--- src/rtl/scv_cpclk_if.sv ---
// Bus bundle for scv_cpclk: clock-enable/hold controls towards the sequencer,
// phase strobes, hold acknowledge, core reset and machine-cycle count back.
interface scv_cpclk_if;
    logic        ce;
    logic        hold;
    logic        hold_ack;
    logic        cp1_posedge;
    logic        cp1_negedge;
    logic        cp2_posedge;
    logic        cp2_negedge;
    logic        cpu_resetb;
    logic [1:0]  phase;
    logic [31:0] cyc_cnt;

    modport master (
        output ce, hold,
        input  hold_ack, cp1_posedge, cp1_negedge, cp2_posedge, cp2_negedge,
        input  cpu_resetb, phase, cyc_cnt
    );

    modport slave (
        input  ce, hold,
        output hold_ack, cp1_posedge, cp1_negedge, cp2_posedge, cp2_negedge,
        output cpu_resetb, phase, cyc_cnt
    );
endinterface

--- src/rtl/scv_cpclk.sv ---
// Clock-phase strobe generator and CPU reset stretcher for the upd7800 core,
// with a machine-cycle-aligned hold handshake. SCV_CPCLK_CYCCNT_EN adds a machine-cycle counter.
module scv_cpclk #(
    parameter int unsigned DIV          = 1,
    parameter int unsigned RES_HOLD_CYC = 16
) (
    input  logic       clk,
    input  logic       rst,
    scv_cpclk_if.slave bus
);

    typedef enum logic [0:0] {
        ST_RUN  = 1'b0,
        ST_HELD = 1'b1
    } hold_state_e;

    localparam logic [7:0] PRE_LAST_C = 8'(DIV - 32'd1);
    localparam logic [7:0] RC_INIT_C  = 8'(RES_HOLD_CYC);

    hold_state_e state_r;
    hold_state_e state_s;
    logic [7:0]  pre_r;
    logic [7:0]  pre_s;
    logic [1:0]  phase_r;
    logic [1:0]  phase_s;
    logic [3:0]  strobe_r;
    logic [3:0]  strobe_s;
    logic [7:0]  rc_r;
    logic [7:0]  rc_s;
    logic        resetb_r;
    logic        cyc_end_s;

    // Prescaler, phase sequencing and hold entry/exit at machine-cycle boundaries.
    always_comb begin
        state_s   = state_r;
        pre_s     = pre_r;
        phase_s   = phase_r;
        strobe_s  = 4'b0000;
        cyc_end_s = 1'b0;
        case (state_r)
            ST_RUN: begin
                if (bus.ce) begin
                    if (pre_r == PRE_LAST_C) begin
                        pre_s    = 8'd0;
                        strobe_s = 4'b0001 << phase_r;
                        phase_s  = phase_r + 2'd1;
                        if (phase_r == 2'd3) begin
                            // CP2_NEGEDGE closes the machine cycle: the only point a hold may start.
                            cyc_end_s = 1'b1;
                            if (bus.hold) begin
                                state_s = ST_HELD;
                            end else begin
                                state_s = ST_RUN;
                            end
                        end else begin
                            state_s = ST_RUN;
                        end
                    end else begin
                        pre_s = pre_r + 8'd1;
                    end
                end else begin
                    pre_s = pre_r;
                end
            end
            ST_HELD: begin
                pre_s   = 8'd0;
                phase_s = 2'd0;
                if (bus.hold) begin
                    state_s = ST_HELD;
                end else begin
                    state_s = ST_RUN;
                end
            end
            default: begin
                state_s = ST_RUN;
                pre_s   = 8'd0;
                phase_s = 2'd0;
            end
        endcase
    end

    // Reset stretch countdown: only emitted machine cycles count, held time does not.
    always_comb begin
        if (cyc_end_s && (rc_r != 8'd0)) begin
            rc_s = rc_r - 8'd1;
        end else begin
            rc_s = rc_r;
        end
    end

    // Sequencer state; RES clears everything and drops any in-flight strobe.
    always_ff @(posedge clk or posedge rst) begin
        if (rst) begin
            state_r  <= ST_RUN;
            pre_r    <= 8'd0;
            phase_r  <= 2'd0;
            strobe_r <= 4'b0000;
            rc_r     <= RC_INIT_C;
            resetb_r <= 1'b0;
        end else begin
            state_r  <= state_s;
            pre_r    <= pre_s;
            phase_r  <= phase_s;
            strobe_r <= strobe_s;
            rc_r     <= rc_s;
            resetb_r <= (rc_r == 8'd0);
        end
    end

`ifdef SCV_CPCLK_CYCCNT_EN
    logic [31:0] cyc_cnt_r;

    // Machine-cycle counter, stepped alongside each emitted CP2_NEGEDGE.
    always_ff @(posedge clk or posedge rst) begin
        if (rst) begin
            cyc_cnt_r <= 32'd0;
        end else if (cyc_end_s) begin
            cyc_cnt_r <= cyc_cnt_r + 32'd1;
        end else begin
            cyc_cnt_r <= cyc_cnt_r;
        end
    end

    assign bus.cyc_cnt = cyc_cnt_r;
`else
    assign bus.cyc_cnt = 32'd0;
`endif

    assign bus.cp1_posedge = strobe_r[0];
    assign bus.cp1_negedge = strobe_r[1];
    assign bus.cp2_posedge = strobe_r[2];
    assign bus.cp2_negedge = strobe_r[3];
    assign bus.phase       = phase_r;
    assign bus.hold_ack    = (state_r == ST_HELD);
    assign bus.cpu_resetb  = resetb_r;

endmodule

--- src/flat_wrapper.sv ---
// flat-port wrapper written by rule: the top's interface ports become plain ports
module scv_cpclk_flat 
#(
    parameter int unsigned DIV          = 1,
    parameter int unsigned RES_HOLD_CYC = 16
)
  (clk, rst, bus_ce, bus_hold, bus_hold_ack, bus_cp1_posedge, bus_cp1_negedge, bus_cp2_posedge, bus_cp2_negedge, bus_cpu_resetb, bus_phase, bus_cyc_cnt);
  scv_cpclk_if bus_i ();
  input  logic clk;
  input  logic rst;
  input wire logic [$bits(bus_i.ce)-1:0] bus_ce;
  input wire logic [$bits(bus_i.hold)-1:0] bus_hold;
  output wire logic [$bits(bus_i.hold_ack)-1:0] bus_hold_ack;
  output wire logic [$bits(bus_i.cp1_posedge)-1:0] bus_cp1_posedge;
  output wire logic [$bits(bus_i.cp1_negedge)-1:0] bus_cp1_negedge;
  output wire logic [$bits(bus_i.cp2_posedge)-1:0] bus_cp2_posedge;
  output wire logic [$bits(bus_i.cp2_negedge)-1:0] bus_cp2_negedge;
  output wire logic [$bits(bus_i.cpu_resetb)-1:0] bus_cpu_resetb;
  output wire logic [$bits(bus_i.phase)-1:0] bus_phase;
  output wire logic [$bits(bus_i.cyc_cnt)-1:0] bus_cyc_cnt;
  assign bus_i.ce = bus_ce;
  assign bus_i.hold = bus_hold;
  assign bus_hold_ack = bus_i.hold_ack;
  assign bus_cp1_posedge = bus_i.cp1_posedge;
  assign bus_cp1_negedge = bus_i.cp1_negedge;
  assign bus_cp2_posedge = bus_i.cp2_posedge;
  assign bus_cp2_negedge = bus_i.cp2_negedge;
  assign bus_cpu_resetb = bus_i.cpu_resetb;
  assign bus_phase = bus_i.phase;
  assign bus_cyc_cnt = bus_i.cyc_cnt;
  scv_cpclk #(.DIV(DIV), .RES_HOLD_CYC(RES_HOLD_CYC)) u_core (.clk(clk), .rst(rst), .bus(bus_i));
endmodule
--- config.mk ---
export PLATFORM = sky130hd
export DESIGN_NAME = scv_cpclk_flat
export DESIGN_NICKNAME = d
export VERILOG_FILES = /design/src/rtl/scv_cpclk_if.sv /design/src/rtl/scv_cpclk.sv /design/src/flat_wrapper.sv
export SDC_FILE = /design/constraint.sdc
export NUM_CORES = 1
export LEC_CHECK = 0
export BUFFER_PORTS_ARGS = -buffer_cell sky130_fd_sc_hd__buf_4
export CORE_MARGIN = 10
export CORE_UTILIZATION = 40
export DETAILED_ROUTE_END_ITERATION = 12
export SYNTH_ARGS = -nofsm -noshare
export SYNTH_HDL_FRONTEND = slang
export SYNTH_SLANG_ARGS = --single-unit
--- constraint.sdc ---
create_clock -name clk -period 2.37 [get_ports clk]
set_input_delay 0.1185 -clock clk [delete_from_list [all_inputs] [get_ports clk]]
set_output_delay 0.1185 -clock clk [all_outputs]
set_load 0.02 [all_outputs]
# Word-level counts from Yosys, hierarchy flattened
# Cells that the tools add are included.
[totals]
reg_bits = 24
wordCells = 37
[op_classes]
eq_ne = 3
reduce_logical = 5
bitwise = 1
addsub = 3
shift = 1
muxes = 18
[ops]
columns = ["operator", "n"]
rows = [
  ["logical NOT 8 bit", 2],
  ["2-to-1 mux 8 bit", 2],
  ["one-hot mux 8 bit (2 select lines)", 1],
  ["2-to-1 mux 4 bit", 3],
  ["adder 8 x 1 -> 8 bit, second input constant", 1],
  ["2-to-1 mux 1 bit", 8],
  ["nonzero test 8 bit", 1],
  ["subtractor 8 x 1 -> 8 bit, second input constant", 1],
  ["2-to-1 mux 2 bit", 2],
  ["one-hot mux 2 bit (2 select lines)", 1],
  ["<< shifter 1 x 2 -> 4 bit, first input constant", 1],
  ["adder 2 x 1 -> 2 bit, second input constant", 1],
  ["== test 2 bit, second input constant", 1],
  ["!= test 2 x 1 -> 1 bit, second input constant", 1],
  ["!= test 2 bit, second input constant", 1],
  ["one-hot mux 1 bit (2 select lines)", 1],
  ["AND reduction 2 bit", 1],
  ["logical AND 1 bit", 1],
  ["NOT 1 bit", 1],
]

# Depth between registers and ports, before layout
# Gate-level depths: netlist (run 1).
[logic_depth]
ltp_word = 6
ltp_mapped = 6
ltp_nobuf = 6

# Least setup slack after synthesis (run 1)
# Ideal clock, no wire load.
[synth_path]
path_kind = "register to register"
startpoint = "register u_core.pre_r[0]"
endpoint = "register u_core.rc_r[7]"
slack_ns = 0.279
required_ns = 2.243
arrival_time_ns = 1.964
path_stages_with_launch = 7
cell_sequence = "dfrtp_1 inv_1 ha_1 or4b_4 nor4_4 and4_1 mux2_1"
[synth_via]
elab_chain_len = 5
[synth_lines]
columns = ["item", "line_no", "text"]
rows = [
  ["start: declaration", "scv_cpclk.sv:22", "logic [7:0] pre_r;"],
  ["start signal: assignment", "scv_cpclk.sv:102", "pre_r <= pre_s;"],
  ["logical NOT 8 bit", "scv_cpclk.sv:43", "if (pre_r == PRE_LAST_C) begin"],
  ["2-to-1 mux 1 bit", "scv_cpclk.sv:43", ""],
  ["2-to-1 mux 1 bit", "scv_cpclk.sv:42", "if (bus.ce) begin"],
  ["2-to-1 mux 1 bit", "scv_cpclk.sv:40", "case (state_r)"],
  ["logical AND 1 bit", "scv_cpclk.sv:84", "if (cyc_end_s && (rc_r != 8'd0)) begin"],
  ["end signal: assignment", "scv_cpclk.sv:105", "rc_r <= rc_s;"],
  ["end: declaration", "scv_cpclk.sv:28", "logic [7:0] rc_r;"],
]
# Every way passes these cells.
# A chain may end at the register's enable or synchronous reset.

# Worst setup path in the final report (run 1)
[layout_path]
startpoint = "register u_core.pre_r[0]"
endpoint = "register u_core.phase_r[1] (netlist: u_core.bus.phase[1])"
[layout_via]
elab_chain_len = 3
[layout_lines]
columns = ["item", "line_no", "text"]
rows = [
  ["logical NOT 8 bit", "scv_cpclk.sv:43", ""],
  ["!= test 2 x 1 -> 1 bit (no source line)", "--", ""],
  ["AND reduction 2 bit (no source line)", "--", ""],
  ["end signal: assignment", "scv_cpclk.sv:103", "phase_r <= phase_s;"],
  ["end: declaration", "scv_cpclk.sv:24", "logic [1:0] phase_r;"],
]
# Every way passes these cells.

==> results of run 1 <==
synth_stat cells (all sizes together), types with 3 or more instances:
| master | number | area [um^2] |
|---|---|---|
| and2 | 3 | 18.77 |
| buf | 32 | 240.2 |
| dfrtp | 23 | 575.6 |
| ha | 8 | 100.1 |
| inv | 10 | 37.54 |
| mux2i | 3 | 30.03 |
| nand2 | 6 | 22.52 |
| nor2 | 17 | 63.81 |
| xnor2 | 8 | 70.07 |
area by class of cell:
type                    count  area [um^2]  share of cell area [%]
clock buffers               3        22.52                   1.496
clock inverters             1        30.03                   1.995
inverters                  10        37.54                   2.494
multi-input cells         106        665.6                   44.22
flip-flops and latches     24        601.8                   39.98
well taps                  46        57.56                   3.824
repair buffers             12        90.09                   5.985
worst register-to-register path: stages, from the launching register on:
cell and delay (ns):
dfrtp_1 0.42, inv_1 0.10, ha_1 0.14, or4b_4 0.49, or2_2 0.33, nand2b_1 0.19
a2bb2o_1 0.29
power by group through the flow:
stage | registers (mW) | clock network, mW | logic [mW]
after floorplan | 0.670 | 0 | 0.452
after global placement | 0.640 | 0 | 0.589
after global routing | 0.661 | 0.327 | 0.688
after CTS | 0.640 | 0.306 | 0.607
after detailed placement | 0.650 | 0 | 0.604
final | 0.639 | 0.296 | 0.599
registers in the layout, summed over array words and instances, names as in the netlist:
| register | flops |
|---|---|
| u_core.bus.cpu_resetb | 1 |
| u_core.strobe_r | 4 |
| u_core.bus.hold_ack | 1 |
| u_core.pre_r | 8 |
| u_core.bus.phase | 2 |
| u_core.rc_r | 8 |
metal layers:
layer  GRT usage, %  up-vias
met4          2.113        0
met2          13.67       20
met3          3.041        2
met5              0        -
met1          8.497      412
li1               -      432
logic make-up (layout without fill, tap and decap cells):
group | Yosys count | count (layout) | share of synthesized area (%)
AND/OR/NAND/NOR | 43 | 43 | 16.77
buffers and inverters | 43 | 26 | 19.65
flip-flops | 24 | 24 | 42.01
XOR/XNOR | 10 | 10 | 6.114
adder cells (fa/ha/maj) | 8 | 8 | 6.987
AO/OA/AOI/OAI | 8 | 8 | 4.542
multiplexers | 5 | 5 | 3.668
other | 1 | 32 | 0.2618
worst paths after layout:
path	cells past startpoint	endpoint	from
min in group clk	2	u_core.bus.hold_ack	bus_hold
worst max register to register	6	u_core.bus.phase[1]	u_core.pre_r[0]
max in group asynchronous	2	u_core.pre_r[5]	rst
worst min-delay path	2	u_core.rc_r[2]	rst
worst min register to register	1	u_core.bus.cpu_resetb	u_core.rc_r[6]
worst max-delay path	6	u_core.bus.phase[1]	u_core.pre_r[0]
==> run summary, run 1 <==
status - finished, violations left
failing checks - negative hold slack
Final Wtd Congestion - 0.7895
net switching power - 0.5797 mW
port buffer count - 11
data arrival time of the critical path - 2.25 ns
crit start category - register
I/O Pins - 44
Tcrit/Tclk final - 86.18%
Tmin final - 2.043 ns
buffers from clock root to sink, at most - 2
final non-filler cell total - 202
Logic pwr share - 39.1%
DR top layer - met4
DIE AREA - 6375 um^2
Int Pwr - 0.9541 mW
Num CTS Buffers - 3
DR pass1 iterations - 3
EDFF count, synth - 0
Clock Power Share - 19.3%
wl on met1 - 983 um
grt ovf - 0
GRT Util Overall - 7.784%
total power - 1.534 mW
initial antenna violation count - 0
total wire length - 2.362 mm
Post-synth top flop - dfrtp_1
syn_area_per_cell - 10.09 um^2
slew margin rel. - 40.96%
Layout fillers - 347
crit-path cells - inv_1 > ha_1 > or4b_4 > or2_2 > nand2b_1 > a2bb2o_1
Clock Skew - 0.01010 ns
routed wl met2 - 1.233 mm
nets - 169
Max-cap violations - 0
flop-to-flop setup slack - 0.33 ns
placed cells - 198
post-synthesis sequential area ratio - 42.01%
Die Width - 79.85 um
sequential cell fraction of total power - 41.7%
Hold Buf Count CTS - 0
vias in the first global route - 898
post-CTS setup buffers - 0
DR WL met3 - 130 um
leakage power - 0.7668 nW
final hold violations - 23
Final Util - 44.41%
Die Height - 79.85 um
largest net degree at the start of global routing - 25
ys async rst share - 100.0%
final slew viol count - 0
Cell Area, Synth - 1433 um^2
Starting Density - 42.27%
# resized after CTS - 0
required time of the worst setup path - 2.58 ns
share of cells above drive strength 1 - 13.46%
critical path class - reg -> reg
Buf/Inv on CP - 1
Cell variety after synth - 35
worst vdd ir - 0.3961 mV
# H-tree levels - 1
pre-CTS setup slack - 0.3451 ns
wire length per cell - 11.69 um
CP peak stage delay - 0.49 ns
cell family with most CP delay - simple AND/OR/NAND/NOR gates
CTS Root Cell - clkbuf_4
antenna fix cells - 0
critical path's slowest cell - or4b_4
design area - 1505 um^2
clock slew at reported path FFs - 0.14 ns
Remaining DRCs - 0
worst-path maximum fanout - 6
commonest cells after routing, fill and taps aside - 32 x conb_1, 23 x dfrtp_1, 17 x nor2_1
CORE AREA - 3390 um^2
final setup TNS - 0 ns
fmax - 489.6 MHz
sw frac - 37.79%
# clock sinks - 24
Worst Slack Setup Final - 0.3274 ns
Iter 0 DRT Violations - 56
ANT nets after route - 0
most common cell after layout, fill and taps aside - conb_1
Hold Path Class - in -> async
Slew @ Worst Pin - 0.8846 ns
Vias - 866
area grow syn2layout - 5.065%
Mapped Cells - 142
row count - 21
Clk Latency, worst-skew pair - 0.32 ns
final hold slack - -0.02773 ns
Seq cells post-synth - 24
vias per cell - 4.287
setup violators final - 0
CTS tree - built
post-DP HPWL - 1.965 mm
first-pass GRT wire length - 4.091 mm
Placement Cell Area - 1453 um^2
RSZ-0062 raised after global routing - no
Crit. End Element - register
PD cells - 1019 nW/um^2
Yosys warning count - 0
Power figures use the tool's default switching activity.
==> run 2: changes to the inputs <==
- CORE_MARGIN: 10 -> 8
==> run summary, run 2 (same netlist as run 1, synthesis figures left out) <==
worst-path maximum fanout - 6 (unchanged)
# resized after CTS - 0 (unchanged)
met2 usage - 14.35% (+0.68 points)
Crit. End Element - register
flop-to-flop setup slack - 0.35 ns (+0.02 ns)
clock slew at reported path FFs - 0.14 ns (about the same)
Layout fillers - 336 (-3.2%)
cell family with most CP delay - simple AND/OR/NAND/NOR gates
slew margin rel. - 39.68% (-1.3 points)
Tmin final - 2.024 ns (-0.01853 ns)
grt ovf - 0 (unchanged)
Remaining DRCs - 0 (unchanged)
worst vdd ir - 0.6021 mV (+52%)
vias in the first global route - 858 (-4.5%)
CTS Root Cell - clkbuf_4
grt met1 use - 9.373% (+0.88 points)
antenna fix cells - 0 (unchanged)
total wire length - 2.355 mm (-0.30%)
I/O Pins - 44 (unchanged)
commonest cells after routing, fill and taps aside - 32 x conb_1, 23 x dfrtp_1, 17 x nor2_1
total power - 1.543 mW (+0.58%)
area grow syn2layout - 6.463%
Max-cap violations - 0 (unchanged)
FF-to-FF End - u_core.bus.phase[1]
wire length per cell - 11.54 um (-1.3%)
CTS tree - built
required time of the worst setup path - 2.61 ns (+0.03 ns)
GRT Util Overall - 8.633% (+0.85 points)
WHS Endpoint - u_core.pre_r[2]
final slew viol count - 0 (unchanged)
Starting Density - 42.27% (unchanged)
Final Wtd Congestion - 0.8020 (+1.6%)
vias per cell - 4.431 (+3.4%)
crit-path cells - inv_1 > ha_1 > or4b_4 > or2_2 > nand2b_1 > a2bb2o_1
Die Width - 75.85 um (-5.0%)
data arrival time of the critical path - 2.26 ns (about the same)
HP Start - bus_ce
Vias - 904 (+4.4%)
Slew @ Worst Pin - 0.9038 ns (+0.01918 ns)
worst hold stages - 2
final hold violations - 0 (-100%)
final setup TNS - 0 ns (unchanged)
fmax - 494.1 MHz (+0.92%)
Hold Path Class - in -> reg
most common cell after layout, fill and taps aside - conb_1
first-pass GRT wire length - 3.774 mm (-7.7%)
r2r worst-path depth - 6 (unchanged)
critical path class - reg -> reg
Buf/Inv on CP - 1 (unchanged)
CP peak stage delay - 0.50 ns (about the same)
initial antenna violation count - 0 (unchanged)
Worst Slack Setup Final - 0.3460 ns (+0.01853 ns)
crit start category - register
grt met3 use - 3.421% (+0.38 points)
ANT nets after route - 0 (unchanged)
setup violators final - 0 (unchanged)
# clock sinks - 24 (unchanged)
buffers from clock root to sink, at most - 2 (unchanged)
largest net degree at the start of global routing - 25 (unchanged)
RSZ-0062 raised after global routing - no
nets - 171 (+1.2%)
post-DP HPWL - 1.848 mm (-6.0%)
worst r2r src - u_core.pre_r[0]
Clock Skew - 0.01626 ns (+0.006164 ns)
Clk Latency, worst-skew pair - 0.33 ns (about the same)
pre-CTS setup slack - 0.3352 ns (-0.009868 ns)
Top Usage Layer GRT - met2
leakage power - 0.7752 nW (+1.1%)
share of cells above drive strength 1 - 13.29% (-0.17 points)
PD cells - 1011 nW/um^2 (-0.74%)
Num CTS Buffers - 3 (unchanged)
Die Height - 75.85 um (-5.0%)
# H-tree levels - 1 (unchanged)
port buffer count - 11 (unchanged)
Tcrit/Tclk final - 85.40% (-0.78 points)
Largest regs - u_core.pre_r x8, u_core.rc_r x8, u_core.strobe_r x4
status - finished clean
DIE AREA - 5752 um^2 (-9.8%)
critical path's slowest cell - or4b_4
CORE AREA - 3390 um^2 (unchanged)
Iter 0 DRT Violations - 22 (-61%)
row count - 21 (unchanged)
DR pass1 iterations - 2 (-1)
[run 2: cell count changes in the layout (fill, tap and decap cells not counted), sizes merged]
cell         previous run  this run
dlygate4sd3             0         2
[run 2: metal layers]
metal	share of wire (%)	wire, um
met4	1.5	36
met3	6.8	161
met2	51	1206
met1	40	951
met5	0	0
[run 2: power breakdown]
group / internal, mW / switching (mW)
clock: 0.171 / 0.128
sequential: 0.530 / 0.110
combinational: 0.254 / 0.349
[run 2: cell type report]
class	count	area, um^2	share of cell area [%]
flip-flops and latches	24	601.8	39.46
well taps	46	57.56	3.774
clock inverters	1	30.03	1.969
clock buffers	3	22.52	1.477
inverters	10	37.54	2.461
repair buffers	14	110.1	7.219
multi-input cells	106	665.6	43.64
[run 2: per-stage QoR]
step / cell area [um^2] / util, % / hold slack, ns / instances
2_1_floorplan: 1549 / - / 0.1324 / 173
3_3_place_gp: 1453 / 42.86 / 0.3477 / 198
3_5_place_dp: 1453 / 42.86 / 0.3501 / 198
4_1_cts: 1515 / 44.70 / 0.001306 / 203
5_1_grt: 1525 / 45.00 / 0.01894 / 204
6_report: 1525 / 45.00 / 0.02540 / 204
[run 2: worst max path at each step]
stage,cells after the start,start,slack [ns],end
6_report,6,u_core.pre_r[0],0.35,u_core.bus.phase[1]
3_3_place_gp,6,u_core.pre_r[0],0.38,u_core.bus.phase[1]
3_5_place_dp,6,u_core.pre_r[0],0.34,u_core.bus.phase[1]
5_1_grt,6,u_core.pre_r[0],0.23,u_core.bus.phase[1]
2_1_floorplan,6,u_core.pre_r[0],0.28,u_core.rc_r[7]
4_1_cts,6,u_core.pre_r[0],0.32,u_core.rc_r[7]
[run 2: what timing repair did]
action                                 in CTS  in global routing
endpoints found under the hold margin      13                  1
setup buffers                               0                  0
hold buffers                                1                  1
